### src/rtl/timing_generator_pkg.sv
// Shared constants for the timing generator and the control decoder:
// one-hot T-state codes, activeInt encodings and the opcodes the sequencer injects.
package timing_generator_pkg;

    localparam logic [6:0] Tone   = 7'b0000001;
    localparam logic [6:0] Ttwo   = 7'b0000010;
    localparam logic [6:0] Tthree = 7'b0000100;
    localparam logic [6:0] Tfour  = 7'b0001000;
    localparam logic [6:0] Tfive  = 7'b0010000;
    localparam logic [6:0] Tsix   = 7'b0100000;
    localparam logic [6:0] Tseven = 7'b1000000;

    typedef enum logic [2:0] {
        INT_NONE = 3'b000,
        INT_IRQ  = 3'b001,
        INT_NMI  = 3'b010,
        INT_RST  = 3'b100
    } intSel_t;

    localparam logic [7:0] OPC_BRK = 8'h00;
    localparam logic [7:0] OPC_NOP = 8'hEA;

endpackage

### src/rtl/timing_generator_int_arbiter.sv
// Interrupt arbiter: NMI falling-edge detect with pending latch, IRQ level gate,
// and the activeInt register that is updated only when an opcode is fetched.
module int_arbiter
    import timing_generator_pkg::*;
(
    input  logic       clk,
    input  logic       rst_n,
    input  logic       cycleEdge,
    input  logic       fetch,
    input  logic       nmi_n,
    input  logic       irq_n,
    input  logic       status_i,
    output logic       intTaken,
    output logic [2:0] activeInt
);

    logic    nmiQ;
    logic    nmiPend;
    logic    takeNmi;
    logic    takeIrq;
    intSel_t activeIntReg;

    assign takeNmi   = nmiPend;
    assign takeIrq   = ~nmiPend & ~irq_n & ~status_i;
    assign intTaken  = fetch & (takeNmi | takeIrq);
    assign activeInt = activeIntReg;

    // A take of an already pending NMI clears the latch even if a new edge arrives on the same cycle.
    always_ff @(posedge clk) begin
        if (!rst_n) begin
            nmiQ         <= 1'b1;
            nmiPend      <= 1'b0;
            activeIntReg <= INT_RST;
        end else begin
            if (cycleEdge) begin
                nmiQ <= nmi_n;
                if (fetch && takeNmi) begin
                    nmiPend <= 1'b0;
                end else if (nmiQ && !nmi_n) begin
                    nmiPend <= 1'b1;
                end
            end
            if (fetch) begin
                if (takeNmi) begin
                    activeIntReg <= INT_NMI;
                end else if (takeIrq) begin
                    activeIntReg <= INT_IRQ;
                end else begin
                    activeIntReg <= INT_NONE;
                end
            end
        end
    end

endmodule

### src/rtl/timing_generator.sv
// Two-phase clock generator, one-hot T-state sequencer and opcode latches.
// Optional macro TGEN_WATCHDOG_EN turns a stuck Tseven into a forced fetch with a t_err pulse.
module timing_generator
    import timing_generator_pkg::*;
#(
    parameter logic [7:0] NOP_OP = OPC_NOP,
    parameter logic [7:0] BRK_OP = OPC_BRK
) (
    input  logic       clk,
    input  logic       rst_n,
    input  logic [7:0] db_in,
    input  logic       rdy,
    input  logic       last_cycle,
    input  logic       nmi_n,
    input  logic       irq_n,
    input  logic       status_i,
    output logic       phi1,
    output logic       phi2,
    output logic [6:0] T,
    output logic [7:0] OP,
    output logic [7:0] prevOP,
    output logic [2:0] activeInt,
    output logic       sync,
    output logic       t_err
);

    logic       cycleEdge;
    logic       advance;
    logic       fetch;
    logic       intTaken;
    logic       watchdogFire;
    logic [6:0] tNext;
    logic [7:0] opNext;
    logic [7:0] prevOpNext;

    // The edge that ends phi2 closes a CPU cycle; every sequencing decision happens there.
    assign cycleEdge = phi2;
    assign advance   = cycleEdge & rdy;
    assign fetch     = advance & ~last_cycle & (T == Tone);
    assign sync      = (T == Tone);

`ifdef TGEN_WATCHDOG_EN
    logic tErrReg;

    assign watchdogFire = advance & ~last_cycle & (T == Tseven);
    assign t_err        = tErrReg;

    always_ff @(posedge clk) begin
        if (!rst_n) begin
            tErrReg <= 1'b0;
        end else if (cycleEdge) begin
            tErrReg <= watchdogFire;
        end
    end
`else
    assign watchdogFire = 1'b0;
    assign t_err        = 1'b0;
`endif

    int_arbiter uArbiter (
        .clk       (clk),
        .rst_n     (rst_n),
        .cycleEdge (cycleEdge),
        .fetch     (fetch),
        .nmi_n     (nmi_n),
        .irq_n     (irq_n),
        .status_i  (status_i),
        .intTaken  (intTaken),
        .activeInt (activeInt)
    );

    // From the all-low reset state the first edge raises phi1, then the phases simply swap.
    always_ff @(posedge clk) begin
        if (!rst_n) begin
            phi1 <= 1'b0;
            phi2 <= 1'b0;
        end else begin
            phi1 <= ~phi1;
            phi2 <= phi1;
        end
    end

    always_comb begin
        tNext      = T;
        opNext     = OP;
        prevOpNext = prevOP;
        if (advance) begin
            if (last_cycle) begin
                tNext = Tone;
            end else if (T == Tone) begin
                tNext      = Ttwo;
                prevOpNext = OP;
                opNext     = intTaken ? BRK_OP : db_in;
            end else if (T == Tseven) begin
                tNext = watchdogFire ? Tone : Tseven;
            end else begin
                tNext = {T[5:0], 1'b0};
            end
        end
    end

    // Reset lands in Ttwo with BRK loaded so the reset-vector sequence starts straight away.
    always_ff @(posedge clk) begin
        if (!rst_n) begin
            T      <= Ttwo;
            OP     <= BRK_OP;
            prevOP <= NOP_OP;
        end else begin
            T      <= tNext;
            OP     <= opNext;
            prevOP <= prevOpNext;
        end
    end

endmodule

### config.mk
export PLATFORM = sky130hd
export DESIGN_NAME = timing_generator
export DESIGN_NICKNAME = d
export VERILOG_FILES = /design/src/rtl/timing_generator_pkg.sv /design/src/rtl/timing_generator_int_arbiter.sv /design/src/rtl/timing_generator.sv
export SDC_FILE = /design/constraint.sdc
export NUM_CORES = 1
export LEC_CHECK = 0
export BUFFER_PORTS_ARGS = -buffer_cell sky130_fd_sc_hd__buf_2
export CAP_MARGIN = 5
export CORE_AREA = 2 2 53 55
export CTS_BUF_LIST = sky130_fd_sc_hd__clkbuf_8
export DETAILED_ROUTE_END_ITERATION = 12
export DIE_AREA = 0 0 55 57
export PLACE_DENSITY_LB_ADDON = 0.12
export SYNTH_ARGS = -nofsm -noshare
export SYNTH_HDL_FRONTEND = slang
export SYNTH_SLANG_ARGS = --single-unit
### constraint.sdc
create_clock -name clk -period 2.23 [get_ports clk]
set_input_delay 0.223 -clock clk [delete_from_list [all_inputs] [get_ports clk]]
set_output_delay 0.223 -clock clk [all_outputs]
set_load 0.05 [all_outputs]
==> flow_summary_export.csv, run 1 <==
group,metric,value,unit
pwr,peakVddDrop,0.0004249,V
cts,cts_buffer_depth,2,
logic_synthesis,synth_fp_nets,147,
die,die_w,55,µm
placement,port_buffers,43,
global_route,groute.layer.met2.usage,29.59,%
cells_and_area,final_net_count,188,
global_route,globalRouteOverflowTotal,0,
logic_synthesis,yosysWarnings,0,
logic_synthesis,synth.ff_latch_count,30,
drt,vias_per_cell,5.286,
logic_synthesis,synth_most_common_cell,"dfxtp_1",
timing,slew-limit-headroom,58.68,%
logic_synthesis,synth_ff_type,"dfxtp_1",
global_route,grt_pass1_vias,948,
cts,cts_tree,"built",
timing,finalCritPeriodShare,85.03,%
timing,maxSlewViolCount,0,
timing,setup_viol,0,
logic_synthesis,synth_top_area_share,48.05,%
die,rows,19,
cts,cts.htree.levels,2,
logic_synthesis,synth.distinct_cells,28,
timing,finClkSkew,2.847,ps
timing,hold_violations,0,
drt,vias,1073,
critical_path,critPathLaunchType,"flip-flop",
timing,tightestPinTransition,618.5,ps
timing,fin_hold_ws,194.3,ps
logic_synthesis,synth_area,1250,µm²
cts,cts-root-buf,"clkbuf_8",
global_route,grt_pass1_wl,4229,µm
drt,drcViolationCount,0,
timing,fin_setup_tns,0,ps
cts,ctsResizeCount,0,
cells_and_area,diodes,0,
drt,detail_route.wl_per_cell,13.04,µm
logic_synthesis,synth_edf_count,0,
logic_synthesis,yosysTopAreaCell,"dfxtp_1",
cts,path_clk_slew,60,ps
cts,cts_buffers,5,
cells_and_area,stdcell_area,1539,µm²
timing,rsz0062_at_grt,"false",
drt,drt-total-wl,2647,µm
die,initial_core_util,47.80,%
flow_run,maxCapViolations,0,
cells_and_area,drive_gt1_share,32.56,%
cts,clock_sinks,30,
cts,postCtsSetupBuffers,0,
die,dieArea,3135,µm²
global_route,grt_start_max_net_pins,20,
drt,drt_iter0_drc,24,
logic_synthesis,ys_top_cells_by_area,"dfxtp_1 (48%), mux2i_1 (15%), nand2_1 (6.6%), nand3_1 (3.6%), nand4b_1 (3.5%)",
logic_synthesis,seq_area_frac_synth,48.05,%
cells_and_area,fin_cells,203,
hold_path,hp-class,"in2reg",
global_route,antenna_found_initial,0,
timing,max_freq,0.5274,GHz
cts,clk_latency,280,ps
logic_synthesis,synthTopCellsByCount,"dfxtp_1 (30), nand2_1 (22), mux2i_1 (19)",
placement,dpl_cell_area,1456,µm²
placement,pre_cts_slack,352.0,ps
critical_path,worstPathArrival,1670,ps
pwr,p_leak,0.7146,nW
global_route,use_met1,21.81,%
timing,min_period,1896,ps
logic_synthesis,avgSynthCellArea,9.469,µm²
timing,layout_setup_ws,333.8,ps
die,boundaryPins,45,
die,core_area,2615,µm²
global_route,grt.busiest_layer,"met2",
die,die_h,57,µm
global_route,grt_util_all_layers,19.45,%
placement,gp_congestion,0.7098,
logic_synthesis,synth_cells,132,
critical_path,r2r_cells,3,
logic_synthesis,ys_async_sr_fraction,0,%
global_route,grt_use_met3,10.47,%
placement,dp_cells,197,
cells_and_area,syn2layout_area_growth,23.12,%
critical_path,cp_max_fo,4,
pwr,p_per_area,680.1,nW/µm²
drt,ant_nets,0,
hold_path,min_path_cells,3,
critical_path,cp-end-kind,"primary output",
critical_path,crit_required,2010,ps
cts,holdBufCountCts,0,
critical_path,path_class,"reg2out",
drt,drt_pass1_iterations,4,
status,status,"finished, final reports clean",
placement,hpwl,1816,µm
cell type report:
| cell class | instances | area, µm² |
|---|---|---|
| inverters | 3 | 11.26 |
| multi-input cells | 88 | 575.6 |
| well taps | 31 | 38.79 |
| repair buffers | 45 | 230.2 |
| clock buffers | 6 | 82.58 |
| flip-flops and latches | 30 | 600.6 |
| fillers | 254 | 1076 |
cell usage in the layout (no fill, tap or decap), drive strengths merged, types with 2 or more instances in the layout:
cell    netlist  routed
nand2        22      22
a21oi         6       6
nor2         11      11
clkbuf        8       6
nor4          2       2
nand3         9       9
or4           3       3
dfxtp        30      30
nand4b        5       5
inv           2       2
buf           3      45
mux2i        19      19
critical path, cell delays in order (launching register included):
cell and delay, ps:
dfxtp_1 330, or4_4 580, nor4_2 170, buf_2 310
where the power goes:
group          total [mW]  internal (mW)  switching [mW]
registers           0.546          0.542         0.00435
logic              0.0813         0.0258          0.0556
clock network       0.419          0.237           0.182
per-stage QoR:
step                      power (mW)  util, %
after global routing           1.105    58.85
after global placement        0.6375    55.69
after floorplan               0.6166        -
after CTS                      1.063    58.85
final                          1.047    58.85
after detailed placement      0.6392    55.69
flip-flops by register name, indices dropped and copies added (netlist names):
signal	count
OP	8
T	7
phi1	1
phi2	1
prevOP	8
uArbiter.activeInt	3
uArbiter.nmiPend	1
uArbiter.nmiQ	1
logic make-up after synthesis:
| kind of cell | count (synthesis) | synth area share (%) |
|---|---|---|
| compound gates | 11 | 5.507 |
| buf+inv | 14 | 6.407 |
| flops | 30 | 48.05 |
| mux | 19 | 15.22 |
| other cells | 1 | 0.3000 |
| simple gates | 57 | 24.53 |
final timing paths:
kind	from	slack, ps	to
setup / recovery	T[1]	330	sync
setup reg to reg	T[1]	350	uArbiter.activeInt[2]
hold reg to reg	phi1	430	phi1
hold / removal	db_in[6]	190	OP[6]
metal layers:
metal | part of all wire (%) | up-vias
li1 | - | 532
met1 | 44 | 497
met2 | 47 | 42
met3 | 8.4 | 2
met4 | 0.68 | 0
met5 | 0 | -
(Power assumes the default switching activity.)
==> run 2, diff against run 1 <==
--- a/config.mk
+++ b/config.mk
@@ -7,11 +7,14 @@
 export LEC_CHECK = 0
 export BUFFER_PORTS_ARGS = -buffer_cell sky130_fd_sc_hd__buf_2
 export CAP_MARGIN = 5
-export CORE_AREA = 2 2 53 55
+export CELL_PAD_IN_SITES_DETAIL_PLACEMENT = 1
+export CELL_PAD_IN_SITES_GLOBAL_PLACEMENT = 2
+export CORE_AREA = 2 2 69 71
 export CTS_BUF_LIST = sky130_fd_sc_hd__clkbuf_8
 export DETAILED_ROUTE_END_ITERATION = 12
-export DIE_AREA = 0 0 55 57
+export DIE_AREA = 0 0 71 73
 export PLACE_DENSITY_LB_ADDON = 0.12
+export REMOVE_ABC_BUFFERS = 1
 export SYNTH_ARGS = -nofsm -noshare
 export SYNTH_HDL_FRONTEND = slang
 export SYNTH_SLANG_ARGS = --single-unit
==> flow_summary_export.csv, run 2 (synthesized netlist as in run 1, its figures left out) <==
group,metric,value,unit
status,status,"finished, final reports clean",
timing,layout_setup_ws,238.5,ps
timing,setup_viol,0,
die,rows,25,
cells_and_area,register_area,600.6,µm²
placement,dpl_cell_area,1494,µm²
drt,drcViolationCount,0,
critical_path,cpPeakStageDelay,580,ps
timing,min_period,1992,ps
timing,rsz0062_at_grt,"false",
cts,cts_buffers,5,
cells_and_area,syn2layout_area_growth,26.83,%
global_route,grt_start_max_net_pins,15,
global_route,globalRouteOverflowTotal,0,
cells_and_area,final_common_cell,"buf_2",
placement,pre_cts_slack,345.6,ps
cts,cts_tree,"built",
placement,gp_congestion,0.7324,
timing,max_freq,0.5021,GHz
drt,vias_per_cell,4.757,
cts,clk_latency,290,ps
cells_and_area,final_cell_mix,"buf_2 (43), dfxtp_1 (30), nand2_1 (22)",
cts,ctsResizeCount,0,
cts,cts.htree.levels,2,
placement,port_buffers,43,
pwr,peakVddDrop,0.0001868,V
drt,drt_iter0_drc,27,
die,core_area,4536,µm²
global_route,antenna_found_initial,0,
drt,drt_pass1_iterations,4,
cts,path_clk_slew,60,ps
die,boundaryPins,45,
critical_path,critPathLaunchType,"flip-flop",
cells_and_area,diodes,0,
placement,dp_cells,222,
critical_path,cp-end-kind,"primary output",
drt,ant_nets,0,
cells_and_area,final_net_count,190,
hold_path,hp-class,"in2reg",
timing,tightestPinTransition,617.0,ps
timing,fin_setup_tns,0,ps
timing,finClkSkew,5.298,ps
critical_path,worstPathArrival,1770,ps
cts,cts_buffer_depth,2,
critical_path,cp_max_fo,4,
die,initial_core_util,27.56,%
global_route,grt_util_all_layers,13.66,%
die,die_w,71,µm
timing,slew-limit-headroom,58.78,%
timing,finalCritPeriodShare,89.31,%
cts,holdBufCountCts,0,
critical_path,crit_required,2010,ps
die,dieArea,5183,µm²
critical_path,slowest_stage,"or4_4",
pwr,p_per_area,682.3,nW/µm²
drt,detail_route.wl_per_cell,14.43,µm
cells_and_area,top_regs,"OP x8, prevOP x8, T x7",
timing,maxSlewViolCount,0,
die,die_h,73,µm
flow_run,maxCapViolations,0,
placement,hpwl,2460,µm
global_route,grt_pass1_vias,1085,
drt,vias,1094,
pwr,p_leak,0.7331,nW
global_route,grt_pass1_wl,5278,µm
cts,clock_sinks,30,
cells_and_area,fin_cells,230,
drt,drt-total-wl,3318,µm
cells_and_area,multiInputGateArea,569.3,µm²
timing,hold_violations,0,
cells_and_area,stdcell_area,1585,µm²
critical_path,cp_cell_sequence,"or4_4 > nor4_1 > buf_2",
cts,postCtsSetupBuffers,0,
cts,cts-root-buf,"clkbuf_8",
cells_and_area,drive_gt1_share,32.95,%
cells_and_area,fillers,533,
critical_path,path_class,"reg2out",
-- run 2: changes by cell type in the layout (fill, tap and decap cells not counted), sizes merged --
| cell | previous run | this run |
|---|---|---|
| clkinv | 1 | 2 |
| inv | 2 | 3 |
| buf | 45 | 47 |
-- run 2: layout make-up --
cell class	count	area share (%)
clock inverters	2	0.5525
clock buffers	6	5.209
flip-flops and latches	30	37.88
multi-input cells	88	35.91
repair buffers	47	15.47
well taps	54	4.262
inverters	3	0.7103
-- run 2: power by group --
part	internal, mW	total [mW]	switching, mW
registers	0.542	0.547	0.00494
clock network	0.244	0.449	0.205
logic	0.0280	0.0862	0.0582
-- run 2: worst max-delay path, delay by kind of cell, from the launching register on --
kind / cells / cell delay, ps
AND/OR/NAND/NOR: 2 / 810
flip-flops: 1 / 340
buffers and inverters: 1 / 330
-- run 2: per-stage QoR --
| step | hold WS (ps) | util (%) | total power [mW] |
|---|---|---|---|
| after detailed placement | 436.5 | 32.94 | 0.6461 |
| final | 169.7 | 34.95 | 1.082 |
| after CTS | 169.7 | 34.95 | 1.093 |
| after global placement | 414.9 | 32.94 | 0.6436 |
| after floorplan | 284.9 | - | 0.6049 |
| after global routing | 177.1 | 34.95 | 1.122 |
-- run 2: final timing paths --
kind	start	endpoint	slack, ps	cells after the start
setup / recovery	T[1]	sync	240	3
hold / removal	nmi_n	uArbiter.nmiQ	170	3
setup reg to reg	T[1]	uArbiter.activeInt[2]	340	3
hold reg to reg	phi1	phi1	450	1
-- run 2: routing by layer --
metal | part of all wire [%] | up-vias | global-route usage, % | routed length [µm]
met5 | 0 | - | 0 | 0
met3 | 5.6 | 6 | 5.249 | 186
li1 | - | 536 | - | -
met4 | 1.8 | 0 | 7.128 | 59
met1 | 43 | 526 | 15.71 | 1415
met2 | 50 | 26 | 22.12 | 1655
